### config.mk
export PLATFORM = sky130hd
export DESIGN_NAME = spi_sclk_engine_flat
export DESIGN_NICKNAME = d
export VERILOG_FILES = /design/src/rtl/spi_pkg.sv /design/src/rtl/spi_sclk_engine_if.sv /design/src/rtl/sclk_div_cnt.sv /design/src/rtl/spi_sclk_engine.sv /design/src/flat_wrapper.sv
export SDC_FILE = /design/constraint.sdc
export NUM_CORES = 1
export LEC_CHECK = 0
export ABC_AREA = 1
export BUFFER_PORTS_ARGS = -buffer_cell sky130_fd_sc_hd__clkbuf_2
export CORE_MARGIN = 2
export CORE_UTILIZATION = 37
export DETAILED_ROUTE_END_ITERATION = 10
export PLACE_DENSITY = 0.56
export SYNTH_ARGS = -nofsm -noshare
export SYNTH_HDL_FRONTEND = slang
export SYNTH_SLANG_ARGS = --single-unit
### constraint.sdc
create_clock -name clk -period 1.8 [get_ports clk]
set_input_delay 0.09 -clock clk [delete_from_list [all_inputs] [get_ports clk]]
set_output_delay 0.09 -clock clk [all_outputs]
set_load 0.05 [all_outputs]
### src/rtl/spi_pkg.sv
// Shared definitions for the SPI serial-clock engine.
//   spi_state_e : engine state encoding (IDLE, SETUP, RUN, HOLD, DONE)
//   MODE0..3    : SPI mode constants, packed as {cpol, cpha}
//   mode_cpol / mode_cpha : split a mode constant into its two config bits
package spi_pkg;

  typedef enum logic [2:0] {
    ST_IDLE  = 3'd0,
    ST_SETUP = 3'd1,
    ST_RUN   = 3'd2,
    ST_HOLD  = 3'd3,
    ST_DONE  = 3'd4
  } spi_state_e;

  localparam logic [1:0] MODE0 = 2'b00;
  localparam logic [1:0] MODE1 = 2'b01;
  localparam logic [1:0] MODE2 = 2'b10;
  localparam logic [1:0] MODE3 = 2'b11;

  function automatic logic mode_cpol(input logic [1:0] mode);
    return mode[1];
  endfunction

  function automatic logic mode_cpha(input logic [1:0] mode);
    return mode[0];
  endfunction

endpackage

### src/rtl/spi_sclk_engine_if.sv
// Control/status bundle of the SPI serial-clock engine.
//   start, abort         : transfer request / termination
//   cfg_cpol, cfg_cpha   : SPI mode
//   cfg_div              : half sclk period in clk cycles, minus 1
//   cfg_edges            : number of sclk edges per transfer
//   cfg_cs_dly           : cs_n setup and hold length in clk cycles
//   busy, done           : engine not idle / one-cycle completion pulse
// master modport: the requester; slave modport: the engine.
interface spi_sclk_engine_if #(
  parameter int unsigned DIV_W   = 8,
  parameter int unsigned EDGES_W = 9,
  parameter int unsigned DLY_W   = 4
);

  logic               start;
  logic               abort;
  logic               cfg_cpol;
  logic               cfg_cpha;
  logic [DIV_W-1:0]   cfg_div;
  logic [EDGES_W-1:0] cfg_edges;
  logic [DLY_W-1:0]   cfg_cs_dly;
  logic               busy;
  logic               done;

  modport master (
    output start, abort, cfg_cpol, cfg_cpha, cfg_div, cfg_edges, cfg_cs_dly,
    input  busy, done
  );

  modport slave (
    input  start, abort, cfg_cpol, cfg_cpha, cfg_div, cfg_edges, cfg_cs_dly,
    output busy, done
  );

endinterface

### src/rtl/sclk_div_cnt.sv
// Half-period counter for the sclk engine.
//   clk, rst_n : clock / asynchronous active-low reset
//   load       : clear the count to 0 (has priority over en)
//   en         : count 0..div, wrapping to 0 after div
//   div        : terminal count value
//   tc         : high while enabled and the count equals div
module sclk_div_cnt #(
  parameter int unsigned DIV_W = 8
) (
  input  logic             clk,
  input  logic             rst_n,
  input  logic             load,
  input  logic             en,
  input  logic [DIV_W-1:0] div,
  output logic             tc
);

  logic [DIV_W-1:0] cnt;

  always_ff @(posedge clk or negedge rst_n) begin
    if (!rst_n) begin
      cnt <= '0;
    end else if (load) begin
      cnt <= '0;
    end else if (en) begin
      cnt <= (cnt == div) ? '0 : cnt + DIV_W'(1);
    end
  end

  assign tc = en && !load && (cnt == div);

endmodule

### src/rtl/spi_sclk_engine.sv
// SPI serial-clock engine: generates cs_n framing, sclk edges and the
// data sample/shift strobes for one transfer per accepted start.
//   clk, rst_n   : clock / asynchronous active-low reset
//   ctl (slave)  : start/abort, cfg_* configuration, busy/done status
//   cs_n, sclk   : chip select and serial clock
//   lead_edge    : pulse on odd-numbered sclk edges
//   trail_edge   : pulse on even-numbered sclk edges
//   sample_stb   : data sample strobe (lead for cpha=0, trail for cpha=1)
//   shift_stb    : data shift strobe  (trail for cpha=0, lead for cpha=1)
// All outputs are registered; config is latched when start is accepted.
module spi_sclk_engine #(
  parameter int unsigned DIV_W   = 8,
  parameter int unsigned EDGES_W = 9,
  parameter int unsigned DLY_W   = 4
) (
  input  logic              clk,
  input  logic              rst_n,
  spi_sclk_engine_if.slave  ctl,
  output logic              cs_n,
  output logic              sclk,
  output logic              lead_edge,
  output logic              trail_edge,
  output logic              sample_stb,
  output logic              shift_stb
);

  import spi_pkg::*;

  spi_state_e         state;
  logic               cpol_q;
  logic               cpha_q;
  logic [DIV_W-1:0]   div_q;
  logic [EDGES_W-1:0] edges_q;
  logic [DLY_W-1:0]   dly_q;
  logic [DLY_W-1:0]   dly_cnt;
  logic [EDGES_W-1:0] edge_cnt;
  logic               tc;

  // Counter sits at 0 outside RUN so RUN always starts a fresh half period.
  sclk_div_cnt #(.DIV_W(DIV_W)) u_div (
    .clk   (clk),
    .rst_n (rst_n),
    .load  (state != ST_RUN),
    .en    (state == ST_RUN),
    .div   (div_q),
    .tc    (tc)
  );

  always_ff @(posedge clk or negedge rst_n) begin
    if (!rst_n) begin
      state      <= ST_IDLE;
      ctl.busy   <= 1'b0;
      ctl.done   <= 1'b0;
      cs_n       <= 1'b1;
      sclk       <= 1'b0;
      lead_edge  <= 1'b0;
      trail_edge <= 1'b0;
      sample_stb <= 1'b0;
      shift_stb  <= 1'b0;
      cpol_q     <= 1'b0;
      cpha_q     <= 1'b0;
      div_q      <= '0;
      edges_q    <= '0;
      dly_q      <= '0;
      dly_cnt    <= '0;
      edge_cnt   <= '0;
    end else begin
      ctl.done   <= 1'b0;
      lead_edge  <= 1'b0;
      trail_edge <= 1'b0;
      sample_stb <= 1'b0;
      shift_stb  <= 1'b0;

      unique case (state)
        ST_IDLE: begin
          ctl.busy <= 1'b0;
          cs_n     <= 1'b1;
          sclk     <= ctl.cfg_cpol;
          if (ctl.start) begin
            cpol_q   <= ctl.cfg_cpol;
            cpha_q   <= ctl.cfg_cpha;
            div_q    <= ctl.cfg_div;
            edges_q  <= ctl.cfg_edges;
            dly_q    <= ctl.cfg_cs_dly;
            dly_cnt  <= ctl.cfg_cs_dly - DLY_W'(1);
            edge_cnt <= '0;
            ctl.busy <= 1'b1;
            if (ctl.cfg_cs_dly != '0) begin
              state <= ST_SETUP;
              cs_n  <= 1'b0;
            end else if (ctl.cfg_edges != '0) begin
              state <= ST_RUN;
              cs_n  <= 1'b0;
            end else begin
              state    <= ST_DONE;
              ctl.done <= 1'b1;
            end
          end
        end

        ST_SETUP: begin
          if (ctl.abort) begin
            state    <= ST_IDLE;
            ctl.busy <= 1'b0;
            cs_n     <= 1'b1;
            sclk     <= cpol_q;
          end else if (dly_cnt == '0) begin
            if (edges_q != '0) begin
              state <= ST_RUN;
            end else begin
              // No edges: go straight to the hold interval (dly_q > 0 here).
              state   <= ST_HOLD;
              dly_cnt <= dly_q - DLY_W'(1);
            end
          end else begin
            dly_cnt <= dly_cnt - DLY_W'(1);
          end
        end

        ST_RUN: begin
          if (ctl.abort) begin
            state    <= ST_IDLE;
            ctl.busy <= 1'b0;
            cs_n     <= 1'b1;
            sclk     <= cpol_q;
          end else if (tc) begin
            // edge_cnt holds edges already issued; the half period after
            // the last edge is the trailing pad before leaving RUN.
            if (edge_cnt != edges_q) begin
              sclk       <= ~sclk;
              edge_cnt   <= edge_cnt + EDGES_W'(1);
              lead_edge  <= ~edge_cnt[0];
              trail_edge <=  edge_cnt[0];
              sample_stb <= cpha_q ?  edge_cnt[0] : ~edge_cnt[0];
              shift_stb  <= cpha_q ? ~edge_cnt[0] :  edge_cnt[0];
            end else if (dly_q != '0) begin
              state   <= ST_HOLD;
              dly_cnt <= dly_q - DLY_W'(1);
            end else begin
              state    <= ST_DONE;
              ctl.done <= 1'b1;
              cs_n     <= 1'b1;
              sclk     <= cpol_q;
            end
          end
        end

        ST_HOLD: begin
          if (ctl.abort) begin
            state    <= ST_IDLE;
            ctl.busy <= 1'b0;
            cs_n     <= 1'b1;
            sclk     <= cpol_q;
          end else if (dly_cnt == '0) begin
            state    <= ST_DONE;
            ctl.done <= 1'b1;
            cs_n     <= 1'b1;
            sclk     <= cpol_q;
          end else begin
            dly_cnt <= dly_cnt - DLY_W'(1);
          end
        end

        ST_DONE: begin
          state    <= ST_IDLE;
          ctl.busy <= 1'b0;
          cs_n     <= 1'b1;
          sclk     <= ctl.cfg_cpol;
        end

        default: begin
          state    <= ST_IDLE;
          ctl.busy <= 1'b0;
          cs_n     <= 1'b1;
          sclk     <= cpol_q;
        end
      endcase
    end
  end

endmodule
### src/flat_wrapper.sv
// flat-port wrapper written by rule: the top's interface ports become plain ports
module spi_sclk_engine_flat import spi_pkg::*;
#(
  parameter int unsigned DIV_W   = 8,
  parameter int unsigned EDGES_W = 9,
  parameter int unsigned DLY_W   = 4
)
  (clk, rst_n, cs_n, sclk, lead_edge, trail_edge, sample_stb, shift_stb, ctl_start, ctl_abort, ctl_cfg_cpol, ctl_cfg_cpha, ctl_cfg_div, ctl_cfg_edges, ctl_cfg_cs_dly, ctl_busy, ctl_done);
  spi_sclk_engine_if #(.DIV_W(DIV_W), .EDGES_W(EDGES_W), .DLY_W(DLY_W)) ctl_i ();
  input  logic clk;
  input  logic rst_n;
  output logic cs_n;
  output logic sclk;
  output logic lead_edge;
  output logic trail_edge;
  output logic sample_stb;
  output logic shift_stb;
  input wire logic [$bits(ctl_i.start)-1:0] ctl_start;
  input wire logic [$bits(ctl_i.abort)-1:0] ctl_abort;
  input wire logic [$bits(ctl_i.cfg_cpol)-1:0] ctl_cfg_cpol;
  input wire logic [$bits(ctl_i.cfg_cpha)-1:0] ctl_cfg_cpha;
  input wire logic [$bits(ctl_i.cfg_div)-1:0] ctl_cfg_div;
  input wire logic [$bits(ctl_i.cfg_edges)-1:0] ctl_cfg_edges;
  input wire logic [$bits(ctl_i.cfg_cs_dly)-1:0] ctl_cfg_cs_dly;
  output wire logic [$bits(ctl_i.busy)-1:0] ctl_busy;
  output wire logic [$bits(ctl_i.done)-1:0] ctl_done;
  assign ctl_i.start = ctl_start;
  assign ctl_i.abort = ctl_abort;
  assign ctl_i.cfg_cpol = ctl_cfg_cpol;
  assign ctl_i.cfg_cpha = ctl_cfg_cpha;
  assign ctl_i.cfg_div = ctl_cfg_div;
  assign ctl_i.cfg_edges = ctl_cfg_edges;
  assign ctl_i.cfg_cs_dly = ctl_cfg_cs_dly;
  assign ctl_busy = ctl_i.busy;
  assign ctl_done = ctl_i.done;
  spi_sclk_engine #(.DIV_W(DIV_W), .EDGES_W(EDGES_W), .DLY_W(DLY_W)) u_core (.clk(clk), .rst_n(rst_n), .ctl(ctl_i), .cs_n(cs_n), .sclk(sclk), .lead_edge(lead_edge), .trail_edge(trail_edge), .sample_stb(sample_stb), .shift_stb(shift_stb));
endmodule
; Word level (Yosys, flattened, before mapping)
; Index checks and enable logic that the tools add are counted.
[totals]
latchBits = 0
ram_bits = 0
elab_cells = 149
register_bits = 55
romBits = 0
memories = 0
[classes]
n_div = 0
bitwise_logic = 2
muxes = 80
shifts = 0
n_reduce_logical = 20
eq_ne = 25
multipliers = 0
add_sub_neg = 5
order_cmp = 0
[ops]
columns = op, n
row1 = 2-to-1 mux 1 bit, 45
row2 = 2-to-1 mux 4 bit, 10
row3 = 2-to-1 mux 9 bit, 4
row4 = 2-to-1 mux 3 bit, 11
row5 = 2-to-1 mux 8 bit, 3
row6 = one-hot mux 9 bit (2 select lines), 1
row7 = nonzero test 9 bit, 2
row8 = one-hot mux 4 bit (4 select lines), 1
row9 = AND reduction 5 bit, 3
row10 = "inequality test 2 bit, second input constant", 7
row11 = "inequality test 3 x 2 -> 1 bit, second input constant", 4
row12 = one-hot mux 3 bit (4 select lines), 1
row13 = nonzero test 4 bit, 3
row14 = "subtractor 4 x 1 -> 4 bit, second input constant", 3
row15 = AND reduction 10 bit, 1
row16 = "adder 9 x 1 -> 9 bit, second input constant", 1
row17 = "inequality test 3 bit, second input constant", 3
row18 = inequality test 9 bit, 1
row19 = "adder 8 x 1 -> 8 bit, second input constant", 1
row20 = equality test 8 bit, 1
row21 = "inequality test 2 x 1 -> 1 bit, second input constant", 4
row22 = one-hot mux 1 bit (4 select lines), 2
row23 = "equality test 3 x 2 -> 1 bit, second input constant", 2
row24 = zero test 4 bit, 1
row25 = 14 further kinds, 17

; Longest topological paths before layout
[logic_depth]
depth_word = 7
ltp_mapped = 13

; Hierarchy
; From an unflattened synthesis, not the netlist that was laid out.
[unflattened]
hier_cells = 445
area_unflattened_um2 = 3245.6
[modules_own_cells]
columns = mod, seq_area_each_um2, area_per_inst_um2, n_inst, cells_each
row1 = spi_sclk_engine, 1177.4, 2636.3, 1, 347
row2 = sclk_div_cnt, 200.2, 609.3, 1, 98

; Worst setup path before layout
; OpenSTA, ideal clock, no wires.
[synth_timing]
kind = flip-flop to flip-flop
start = reg u_core.edge_cnt[0]
end = reg u_core.edge_cnt[2]
n_path_buf = 2
path_stages_with_launch = 13
slack_ps = 303
arrival_ps = 1374
required_time_ps = 1677
setup_time_ps = 123
cell_sequence = dfrtp_1 -> buf_6 -> inv_2 -> nand2_1 -> nand2_1 -> nand3_1 -> nor2_1 -> nand2_2 -> a21oi_4 -> nor2_4 -> buf_8 -> nand2_1 -> nand2_1
[synth_between]
elab_chain_cells = 5
word_cells_on_any_way = 8
[synth_rtl]
columns = element, line_no
row1 = "start, declared", spi_sclk_engine.sv:36  ; logic [EDGES_W-1:0] edge_cnt;
row2 = "start signal, assigned", spi_sclk_engine.sv:131  ; edge_cnt <= edge_cnt + EDGES_W'(1);
row3 = adder 9 x 1 -> 9 bit, spi_sclk_engine.sv:131
row4 = 2-to-1 mux 9 bit, spi_sclk_engine.sv:129  ; if (edge_cnt != edges_q) begin
row5 = 2-to-1 mux 9 bit, spi_sclk_engine.sv:126  ; end else if (tc) begin
row6 = 2-to-1 mux 9 bit, spi_sclk_engine.sv:121  ; if (ctl.abort) begin
row7 = one-hot mux 9 bit (2 select lines), spi_sclk_engine.sv:74  ; unique case (state)
; Several ways; a longest one is shown, not always the timed one. The select of a mux whose other input is x is not followed.
; A chain may end at the register's enable or synchronous reset.

; Worst setup path after layout
[layout_timing]
start = reg u_core.edge_cnt[0]
end = reg u_core.edge_cnt[4]
; The elaborated chain is that of the path after synthesis.

==> summary.txt <==
Outcome
  – Outcome: completed

STA
  – Tcrit/Tclk final: 0.907
  – Setup ws final: 168 ps
  – Final hold vios: 0
  – Final setup violation count: 0
  – Fmax: 0.613 GHz
  – Min Tclk post-route: roughly 1600 ps
  – Post-route setup TNS: 0 ps
  – Min Hold Slack: 17.2 ps
  – Rel. slew slack: 0.775
  – Tightest Pin Transition: around 340 ps
  – Slew Viols, Final: 0
  – RSZ-0062 raised after global routing: false
  – Clk_skew: between 8 and 9 ps

Job
  – Maxcap violations: 0

Route
  – First DRT Iteration DRCs: 115
  – Wire per inst: roughly 12 um
  – Drt via density: approximately 4.7
  – Post-route ant nets: 0
  – DRC viols: 0
  – Drt total wl: 7000 um
  – DRT Pass-1 Iters: 4
  – Via count: ~2,700

Synthesis
  – Post-synthesis cell area: between 3000 and 4000 um^2
  – Largest family of logic cells by synthesized area: simple AND/OR/NAND/NOR gates
  – Simple-Gate Fraction of Synth Area: 0.293
  – Synth Flop Type: dfrtp_1
  – Compound-Gate Fraction of Synth Area: 0.0999
  – Post-synthesis cell count: 408
  – Seq cells post-synth: 55
  – Mux cell area share after synthesis: 0
  – Xor/xnor share of the synthesized area: 0.0631
  – Synth warn: 0
  – Register area share after synthesis: 0.431
  – Post-synth EDFFs: 0
  – Fraction of registers with async set/reset: 1.00
  – Synth Net Count: 443
  – Synth unique cells: 38
  – Post-Synth Adder-Cell Area: 0.0313
  – Mean Syn Cell Area: 7.83 um^2

Place
  – Number of buffers added on ports: 34
  – Dpl hpwl: between 5000 and 6000 um
  – Pre-CTS setup slack: between 60 and 70 ps
  – Final Wtd Congestion: 0.845
  – Placed cell areas: between 3000 and 4000 um^2

Global route
  – Vias in the first global route: between 2,000 and 3,000
  – Largest net degree at the start of global routing: 56
  – Initial antenna violation count: 0
  – First-pass GRT wire length: approximately 12,000 um
  – Global Route Usage Sum: 0.155
  – Global route total overflow: 0

Final layout
  – Most frequent cells in the layout: nand2_1 (112), dfrtp_1 (52), inv_1 (47), nor2_1 (34), clkbuf_2 (34)
  – Layout cells sized above 1: 0.197
  – Layout area overhead: 19.0%
  – # diodes: 0
  – Layout Nets: 500
  – Most common cell after layout, fill and taps aside: nand2_1
  – Design area: around 3800 um^2

CTS
  – CTS Buffer Depth: 2
  – Clock-pin transition on the worst setup and hold timing paths: ~110 ps
  – CTS Buf Count: 5
  – Clk Latency, worst-skew pair: slightly above 300 ps
  – CTS tree: built
  – H-tree depth: 2
  – Root Driver: clkbuf_8
  – CTS sink cnt: 55

Critical path
  – Crit path cell chain: inv_2 -> nand2_1 -> nand2_1 -> nand3_1 -> nor2_2 -> nand2_2 -> a21oi_4 -> nor2_4 -> buf_12 -> nand2_1 -> o21ai_2
  – Crit. End Element: flop
  – Crit path largest cell delay: 470 ps
  – Arrival @ worst endpoint: around 1900 ps
  – Most used cell, CP: nand2_1
  – CP Class: flop to flop
  – Slowest-stage cell, CP: dfrtp_2
  – Critical Path RT: around 2000 ps
  – Worst Path Max Fanout: 11
  – Startpoint types: flop

Floorplan
  – Die extent in x: 96.9 um
  – Row cnt: 33
  – Initial Util: 0.385
  – Core box area: approximately 8300 um^2
  – Chip Height: 96.9 um
  – I/O pin count: 35
  – Die area: 9390 um^2

Power and ir drop
  – P_leak: slightly below 0.002 uW
  – Worst vdd ir: 0.792 mV
  – PD cells: around 1500 nW/um^2
  – Pwr Total: roughly 5700 uW

Min path
  – Worst min path class: primary input to flop
==> synth_stat cells (8+ instances only) <==
master	n	area share
o21ai_0	32	0.050
nor3_1	9	0.014
xnor2_1	12	0.033
ha_1	8	0.031
nand3_1	19	0.030
xor2_1	11	0.030
nor2_1	36	0.042
dfrtp_1	54	0.42
a21oi_1	8	0.013
inv_2	8	0.0094
inv_1	47	0.055
nand2_1	113	0.13
==> sequential cells by signal, summed over array words and instances (netlist names) <==
register / flops
u_core.lead_edge: 1
u_core.cpha_q: 1
u_core.state: 3
u_core.edges_q: 9
u_core.dly_cnt: 4
u_core.edge_cnt: 9
u_core.u_div.cnt: 8
u_core.dly_q: 4
u_core.shift_stb: 1
u_core.div_q: 8
u_core.cpol_q: 1
u_core.ctl.done: 1
u_core.ctl.busy: 1
u_core.trail_edge: 1
u_core.sample_stb: 1
u_core.cs_n: 1
u_core.sclk: 1
==> layout make-up <==
class | instances | area, um^2
clock buffers | 5 | 68.8
clock inverters | 3 | 43.8
fillers | 804 | 4500
inverters | 55 | 206
multi-input cells | 291 | 1570
flip-flops and latches | 55 | 1380
well taps | 105 | 131
repair buffers | 57 | 395
==> timing repair <==
| action | CTS | global route |
|---|---|---|
| setup buffers | 0 | 5 |
| hold buffers | 11 | 0 |
| setup endpoints to repair | 0 | 19 |
| resized for setup | 0 | 7 |
| hold endpoints to repair | 64 | 0 |
==> power by group <==
part           internal (uW)  total (uW)  switching (uW)
Combinational           1110        2920            1810
Sequential              1630        1960             327
Clock                    415         843             428
==> cells by family (layout without fill, tap and decap cells) <==
logic type      after synthesis  count (layout)
compound gates               54              54
fa+ha+maj                     8               8
xor+xnor                     23              23
buf+inv                      62             120
flops                        55              55
simple gates                206             206
==> worst max-delay path: cells and delay by family (launching register included) <==
family / cells / cell delay (ps)
AND/OR/NAND/NOR: 7 / 580
buffers and inverters: 2 / 220
flip-flops: 1 / 470
AO/OA/AOI/OAI: 2 / 280
==> metrics by stage <==
| stage | cells | util |
|---|---|---|
| floorplan | 408 | - |
| global placement | 547 | 0.422 |
| detailed placement | 547 | 0.422 |
| CTS | 566 | 0.449 |
| global route | 571 | 0.458 |
| finish | 571 | 0.458 |
==> path summary, 6_finish.rpt <==
| kind | from | end | slack (ps) | cells past startpoint |
|---|---|---|---|---|
| min in group asynchronous | rst_n | u_core.sample_stb | 310 | 3 |
| min reg2reg | u_core.cs_n | u_core.cs_n | 490 | 2 |
| max in group asynchronous | rst_n | u_core.cs_n | 1190 | 3 |
| max | u_core.edge_cnt[0] | u_core.edge_cnt[4] | 170 | 11 |
| min | ctl_cfg_cpol | u_core.cpol_q | 20 | 3 |
| max reg2reg | u_core.edge_cnt[0] | u_core.edge_cnt[4] | 170 | 11 |
==> layer usage <==
layer	GRT usage	share of wire	vias up
li1	-	-	1408
met1	0.205	0.49	1235
met2	0.261	0.47	33
met3	0.0296	0.029	5
met4	0.0401	0.0086	0
met5	0	0	-
Power figures use the tool's default switching activity.
